**config.mk**
```make
export PLATFORM = sky130hd
export DESIGN_NAME = vga_sync_gen
export DESIGN_NICKNAME = d
export VERILOG_FILES = /design/src/rtl/vga_timing_pkg.sv /design/src/rtl/vga_sync_gen_pixel_tick_div.sv /design/src/rtl/vga_sync_gen.sv
export SDC_FILE = /design/constraint.sdc
export NUM_CORES = 1
export LEC_CHECK = 0
export ABC_AREA = 1
export CAP_MARGIN = 20
export CORE_MARGIN = 2
export CORE_UTILIZATION = 40
export CTS_CLUSTER_SIZE = 24
export DETAILED_ROUTE_END_ITERATION = 8
export MAX_ROUTING_LAYER = met4
export PLACE_DENSITY = 0.71
export SKIP_LAST_GASP = 1
export SLEW_MARGIN = 20
export SYNTH_ARGS = -nofsm -noshare
export SYNTH_HDL_FRONTEND = slang
export SYNTH_HIERARCHICAL = 1
export SYNTH_SLANG_ARGS = --single-unit
```
**constraint.sdc**
```tcl
create_clock -name clk -period 1.86 [get_ports clk]
set_input_delay 0.372 -clock clk [delete_from_list [all_inputs] [get_ports clk]]
set_output_delay 0.372 -clock clk [all_outputs]
set_load 0.03 [all_outputs]
```
**src/rtl/vga_timing_pkg.sv**
```systemverilog
// vga_timing_pkg: shared 640x480@60 timing constants, sync polarity and coordinate width.
package vga_timing_pkg;
    localparam int VGA_H_DISPLAY = 640;
    localparam int VGA_H_FP      = 16;
    localparam int VGA_H_SYNC    = 96;
    localparam int VGA_H_BP      = 48;
    localparam int VGA_V_DISPLAY = 480;
    localparam int VGA_V_FP      = 10;
    localparam int VGA_V_SYNC    = 2;
    localparam int VGA_V_BP      = 33;
    localparam int VGA_H_TOTAL   = VGA_H_DISPLAY + VGA_H_FP + VGA_H_SYNC + VGA_H_BP;
    localparam int VGA_V_TOTAL   = VGA_V_DISPLAY + VGA_V_FP + VGA_V_SYNC + VGA_V_BP;
    localparam logic SYNC_ACTIVE = 1'b0;
    localparam int COORD_W       = 10;
endpackage

```
**src/rtl/vga_sync_gen_pixel_tick_div.sv**
```systemverilog
// pixel_tick_div: divides clk by 4 into a one-cycle pixel strobe.
module pixel_tick_div (
    input  logic clk,
    input  logic reset,
    output logic p_tick
);
    logic [1:0] tick_cnt;
    always_ff @(posedge clk or negedge reset)
        if (!reset) tick_cnt <= '0;
        else tick_cnt <= tick_cnt + 2'd1;
    assign p_tick = tick_cnt == 2'd3;
endmodule

```
**src/rtl/vga_sync_gen.sv**
```systemverilog
// vga_sync_gen: 640x480@60 VGA timing generator (hsync/vsync, video_on, x/y).
// Define VGA_SYNC_FRAME_TICK_EN to add the frame_tick end-of-frame strobe.
module vga_sync_gen
    import vga_timing_pkg::*;
#(
    parameter int H_DISPLAY = VGA_H_DISPLAY,
    parameter int H_FP      = VGA_H_FP,
    parameter int H_SYNC    = VGA_H_SYNC,
    parameter int H_BP      = VGA_H_BP,
    parameter int V_DISPLAY = VGA_V_DISPLAY,
    parameter int V_FP      = VGA_V_FP,
    parameter int V_SYNC    = VGA_V_SYNC,
    parameter int V_BP      = VGA_V_BP
) (
    input  logic               clk,
    input  logic               reset,
    output logic               hsync,
    output logic               vsync,
    output logic               video_on,
    output logic               p_tick,
    output logic [COORD_W-1:0] x,
    output logic [COORD_W-1:0] y
`ifdef VGA_SYNC_FRAME_TICK_EN
    ,
    output logic               frame_tick
`endif
);
    localparam int H_TOTAL = H_DISPLAY + H_FP + H_SYNC + H_BP;
    localparam int V_TOTAL = V_DISPLAY + V_FP + V_SYNC + V_BP;
    localparam logic [COORD_W-1:0] H_LAST = COORD_W'(H_TOTAL - 1);
    localparam logic [COORD_W-1:0] V_LAST = COORD_W'(V_TOTAL - 1);
    localparam logic [COORD_W-1:0] H_VIS  = COORD_W'(H_DISPLAY);
    localparam logic [COORD_W-1:0] V_VIS  = COORD_W'(V_DISPLAY);
    localparam logic [COORD_W-1:0] HS_BEG = COORD_W'(H_DISPLAY + H_FP);
    localparam logic [COORD_W-1:0] HS_END = COORD_W'(H_DISPLAY + H_FP + H_SYNC);
    localparam logic [COORD_W-1:0] VS_BEG = COORD_W'(V_DISPLAY + V_FP);
    localparam logic [COORD_W-1:0] VS_END = COORD_W'(V_DISPLAY + V_FP + V_SYNC);
    logic               h_end;
    logic [COORD_W-1:0] x_next, y_next;
    pixel_tick_div u_div (.clk(clk), .reset(reset), .p_tick(p_tick));
    always_comb begin
        h_end  = p_tick && x == H_LAST;
        x_next = h_end ? '0 : p_tick ? x + COORD_W'(1) : x;
        y_next = h_end ? (y == V_LAST ? '0 : y + COORD_W'(1)) : y;
    end
    // Syncs decode the next-state counters so they change on the same edge as x/y.
    always_ff @(posedge clk or negedge reset)
        if (!reset) begin
            x     <= '0;
            y     <= '0;
            hsync <= ~SYNC_ACTIVE;
            vsync <= ~SYNC_ACTIVE;
        end else begin
            x     <= x_next;
            y     <= y_next;
            hsync <= (x_next >= HS_BEG && x_next < HS_END) ? SYNC_ACTIVE : ~SYNC_ACTIVE;
            vsync <= (y_next >= VS_BEG && y_next < VS_END) ? SYNC_ACTIVE : ~SYNC_ACTIVE;
        end
    assign video_on = x < H_VIS && y < V_VIS;
`ifdef VGA_SYNC_FRAME_TICK_EN
    assign frame_tick = p_tick && x == H_LAST && y == V_LAST;
`endif
endmodule

```
Word-level counts from Yosys, hierarchy flattened
Cells that the tools add are included.

Word-level logic and storage cells: 27. Bits of input ports: 2. Bits in registers: 24.

Order comparisons: 6. Multiplexer cells: 6. Reductions and logical operators: 4. Add/subtract/negate cells: 3. Equal/unequal tests: 3.

Operators by type and width (count): $mux W10 (4); $add A10 B1 Y10 const B (2); $eq A10 B10 Y1 const B (2); $lt A10 B10 Y1 const B (2); $lt A10 B9 Y1 const B (2); $ge A10 B10 Y1 const B (1); $ge A10 B9 Y1 const B (1); $logic_and A1 B1 Y1 (4); $add A2 B1 Y2 const B (1); $eq A2 B2 Y1 const B (1); $mux W1 (2).

Longest topological paths before layout
Gate-level depths: netlist (run 1).

Depth in word-level cells: 6. Mapped depth: 12.

Cells and area by module
The synthesis (run 1) kept the hierarchy.

By module, submodules not included: vga_sync_gen (instances 1, seq. area each 553.0 sq um, area each 1442.6 sq um, cells an instance 212); pixel_tick_div (instances 1, seq. area each 50.0 sq um, area each 66.3 sq um, cells an instance 4).

Least setup slack after synthesis (run 1)
No wires, ideal clock.

Path type: register -> register. Start point: reg u_div.tick_cnt[0]. End point: reg vsync. Slack: 151 ps. Data required time: 1777 ps. Library setup time: 83 ps. Stages on the path, launching flop included: 12. Arrival time: 1626 ps. Path through: dfrtp_1 -> ha_1 -> buf_4 -> nand2_1 -> nor2_4 -> nand2_4 -> inv_6 -> nand2_2 -> nand2_1 -> nand2_1 -> nor2_1 -> nand3_1.

Word-level cells in the longest chain between the ends: 6.

Ends and longest elaborated chain: from (decl) (line vga_sync_gen_pixel_tick_div.sv:7) `logic [1:0] tick_cnt;`; from (signal assigned) (line vga_sync_gen_pixel_tick_div.sv:10) `else tick_cnt <= tick_cnt + 2'd1;`; $eq A2 B2 Y1 (*) (line vga_sync_gen_pixel_tick_div.sv:11) `assign p_tick = tick_cnt == 2'd3;`; net p_tick (line vga_sync_gen.sv:20) `output logic p_tick,`; $logic_and A1 B1 Y1 (*) (line vga_sync_gen.sv:42) `h_end = p_tick && x == H_LAST;`; $mux W10 (*) (line vga_sync_gen.sv:44) `y_next = h_end ? (y == V_LAST ? '0 : y + COORD_W'(1)) : y;`; $ge A10 B9 Y1 or $lt A10 B9 Y1 (tied branches) (line vga_sync_gen.sv:57) `vsync <= (y_next >= VS_BEG && y_next < VS_END) ? SYNC_ACTIVE : ~SYNC_ACTIVE;`; $logic_and A1 B1 Y1 (*) (line vga_sync_gen.sv:57); $mux W1 (*) (line vga_sync_gen.sv:57); to (signal assigned) (line vga_sync_gen.sv:52) `vsync <= ~SYNC_ACTIVE;`; to (signal assigned) (line vga_sync_gen.sv:57); to (decl) (line vga_sync_gen.sv:18) `output logic vsync,`.

Mark *: on every way through the listed nets, which the timed path passes. The rest lies on a longest branch.

Final worst setup path (run 1)
Start point: reg vsync. End point: out vsync.

No word-level cell between the ends.

==> flow_metrics.env, run 1 <==
export IMPL_num_nets_final=258
export IMPL_setup_slack_ns=0.04227
export IMPL_max_freq_mhz=550.1
export IMPL_wl_per_cell_um=10.81
export IMPL_die_area_mm2=0.004280
export IMPL_ys_top_cells_by_count="nand2_1 (63), inv_1 (38), nor2_1 (26)"
export IMPL_worst_slew_pin_slew_ns=0.3181
export IMPL_post_cts_buffers=0
export IMPL_clock_sinks=24
export IMPL_rsz0062_at_grt="true"
export IMPL_track_usage_pct=17.13
export IMPL_netlist_area_mm2=0.001509
export IMPL_hold_viol=0
export IMPL_p_int_w=0.0008121
export IMPL_cp_slowest_cell="clkdlybuf4s50_1"
export IMPL_crit_fanout=1
export IMPL_clock_path_buffers=2
export IMPL_p_leak_nw=1.040
export IMPL_antennaDiodeCount=0
export IMPL_initialDrtViolationCount=63
export IMPL_drive_gt1_share_pct=13.94
export IMPL_die_h_um=65.42
export IMPL_routed_via_density=4.742
export IMPL_cts_root_buf="clkbuf_8"
export IMPL_start_util_pct=41.53
export IMPL_critPathTopFamily="buffers and inverters"
export IMPL_seq_power_share_pct=52.6
export IMPL_ant_nets=0
export IMPL_post_route_min_period_ns=1.818
export IMPL_ys_seq_area_share_pct=39.97
export IMPL_die_width_um=65.42
export IMPL_ys_top_cells_by_area="dfrtp_1 (36%), nand2_1 (16%), inv_1 (9.5%)"
export IMPL_antenna_found_initial=0
export IMPL_maxSlewViolCount=0
export IMPL_post_place_ws_ns=0.1627
export IMPL_grt_pass1_vias=1303
export IMPL_sw_frac_of_total_pct=18.10
export IMPL_cts_made_buffers=3
export IMPL_finalSetupViolations=0
export IMPL_ys_seq_elements=24
export IMPL_fin_setup_tns_ns=0
export IMPL_cap_violations=0
export IMPL_power_frac_comb_pct=1.3
export IMPL_relSlewSlack_pct=78.76
export IMPL_syn_to_final_growth_pct=28.94
export IMPL_synth_async_reset_ratio_pct=100.0
export IMPL_synth_area_leader_cell="dfrtp_1"
export IMPL_outcome="complete, no violations"
export IMPL_clk_latency_ns=0.27
export IMPL_first_pass_iters=4
export IMPL_cp_buffers_inverters=1
export IMPL_wl_mm=3.232
export IMPL_synth_cells=216
export IMPL_fin_util_pct=53.55
export IMPL_use_met2_pct=25.77
export IMPL_post_route_period_util_pct=97.73
export IMPL_io_pins=26
export IMPL_htreeDepth=1
export IMPL_synth_ff_type="dfrtp_1"
export IMPL_via_count=1418
export IMPL_synth_cell_types=25
export IMPL_slowest_delay_ns=0.66
export IMPL_yosysTopAreaCellShare_pct=36.48
export IMPL_grt_overflow_total=0
export IMPL_drc=0
export IMPL_grt_max_degree=25
export IMPL_fp_row_count=22
export IMPL_grt_pass1_wl_mm=5.623
export IMPL_synth_avg_cell_area_um2=6.986
export IMPL_met1_usage_pct=24.02
export IMPL_powerDensity_mw_per_mm2=509.7
export IMPL_port_buffers=25
export IMPL_grt_use_met3_pct=1.884
export IMPL_critPathLaunchType="flip-flop"
export IMPL_core_mm2=0.003633
export IMPL_dpl_hpwl_mm=2.550
export IMPL_yosys_warnings=6
export IMPL_min_path_type="input port to async pin"
export IMPL_synth_most_common_cell="nand2_1"
export IMPL_path_class="flip-flop to output port"
export IMPL_netSwitchingPower_w=0.0001795
export IMPL_top_usage_layer="met2"
export IMPL_clk_pin_slew_ns=0.09
export IMPL_finalWeightedCongestion=0.8872
export IMPL_cp_arrival_ns=1.45
export IMPL_cts_hold_buf=0
export IMPL_worstSetupEndpointType="output port"
export IMPL_cts_tree="yes"
export IMPL_syn_nets=222
export IMPL_p_clk_share_pct=46.1
export IMPL_peakVddDrop_v=0.0003330
export IMPL_synth_edf_count=0
export IMPL_crit_required_ns=1.49
export IMPL_crit_chain="clkdlybuf4s50_1"
export IMPL_fin_worst_skew_ns=0.006289
[power groups by stage]
stage	sequential, W	clock, W	combinational (W)
after global placement	0.000532	0	0.0000140
after CTS	0.000522	0.000468	0.0000141
after floorplan	0.000532	0	0.000000000513
after global routing	0.000522	0.000496	0.0000160
final	0.000521	0.000457	0.0000131
after detailed placement	0.000532	0	0.0000142
[final cells by class]
class / count / area (µm²)
multi-input cells: 150 / 740.7
clock inverters: 1 / 30.03
well taps: 48 / 60.06
repair buffers: 32 / 310.3
flip-flops and latches: 24 / 603.1
clock buffers: 3 / 41.29
fillers: 363 / 1688
inverters: 41 / 160.2
[per-stage QoR]
stage,hold WS [ns],total power [W],instance area (µm²),instances
2_1_floorplan,0.07641,0.0005319,1509,216
6_report,0.4558,0.0009917,1946,299
3_5_place_dp,0.4422,0.0005459,1864,295
4_1_cts,0.4551,0.001004,1933,299
3_3_place_gp,0.4138,0.0005457,1864,295
5_1_grt,0.4797,0.001034,1946,299
[kinds of logic (layout without fill, tap and decap cells)]
group | count (synthesis) | after routing | synth area share (%)
flops | 24 | 24 | 39.97
fa+ha+maj | 4 | 4 | 3.317
simple gates | 134 | 134 | 40.96
compound gates | 12 | 12 | 4.644
buf+inv | 42 | 77 | 11.11
[flip-flops by register name, summed over array words and instances (netlist names)]
signal / count
hsync: 1
u_div/tick_cnt: 2
vsync: 1
x: 10
y: 10
[layer usage]
layer  up-vias  share of wire, %
li1        737                 -
met1       648                50
met2        31                46
met3         2               3.5
met4         0              0.84
met5         -                 0
[cell usage in the layout, fill, tap and decap left out, types with 3 or more instances in the layout]
| cell | n |
|---|---|
| nand2_1 | 63 |
| nor2_2 | 3 |
| nand4_1 | 6 |
| nor2_4 | 3 |
| dlymetal6s2s_1 | 4 |
| clkbuf_8 | 3 |
| o21ai_0 | 3 |
| a21oi_1 | 5 |
| nor2_1 | 26 |
| clkdlybuf4s50_1 | 19 |
| nand3_1 | 19 |
| buf_4 | 7 |
| inv_1 | 38 |
| ha_1 | 3 |
| dfrtp_1 | 22 |
| nand2_2 | 8 |
[worst paths after layout]
check | slack (ns) | endpoint | cells past startpoint | from
max | 0.04 | vsync | 1 | vsync
max in group asynchronous | 1.12 | hsync | 2 | reset
min | 0.46 | x[3] | 2 | reset
min in group clk | 0.46 | u_div/tick_cnt[0] | 1 | u_div/tick_cnt[0]
max reg2reg | 0.20 | vsync | 9 | u_div/tick_cnt[0]
min reg2reg | 0.46 | u_div/tick_cnt[0] | 1 | u_div/tick_cnt[0]
[what timing repair did]
item                                    4_1_cts  5_1_grt
gates cloned                                  0        0
resized for setup                             2        5
endpoints found under the setup margin        2        5
Note: power is estimated with default switching activity, not from simulation.
==> inputs of run 2 (changes only) <==
CAP_MARGIN = default   (was 20)
==> results of run 2 <==
The final DEF is identical to that of run 1; final timing and power are the same.
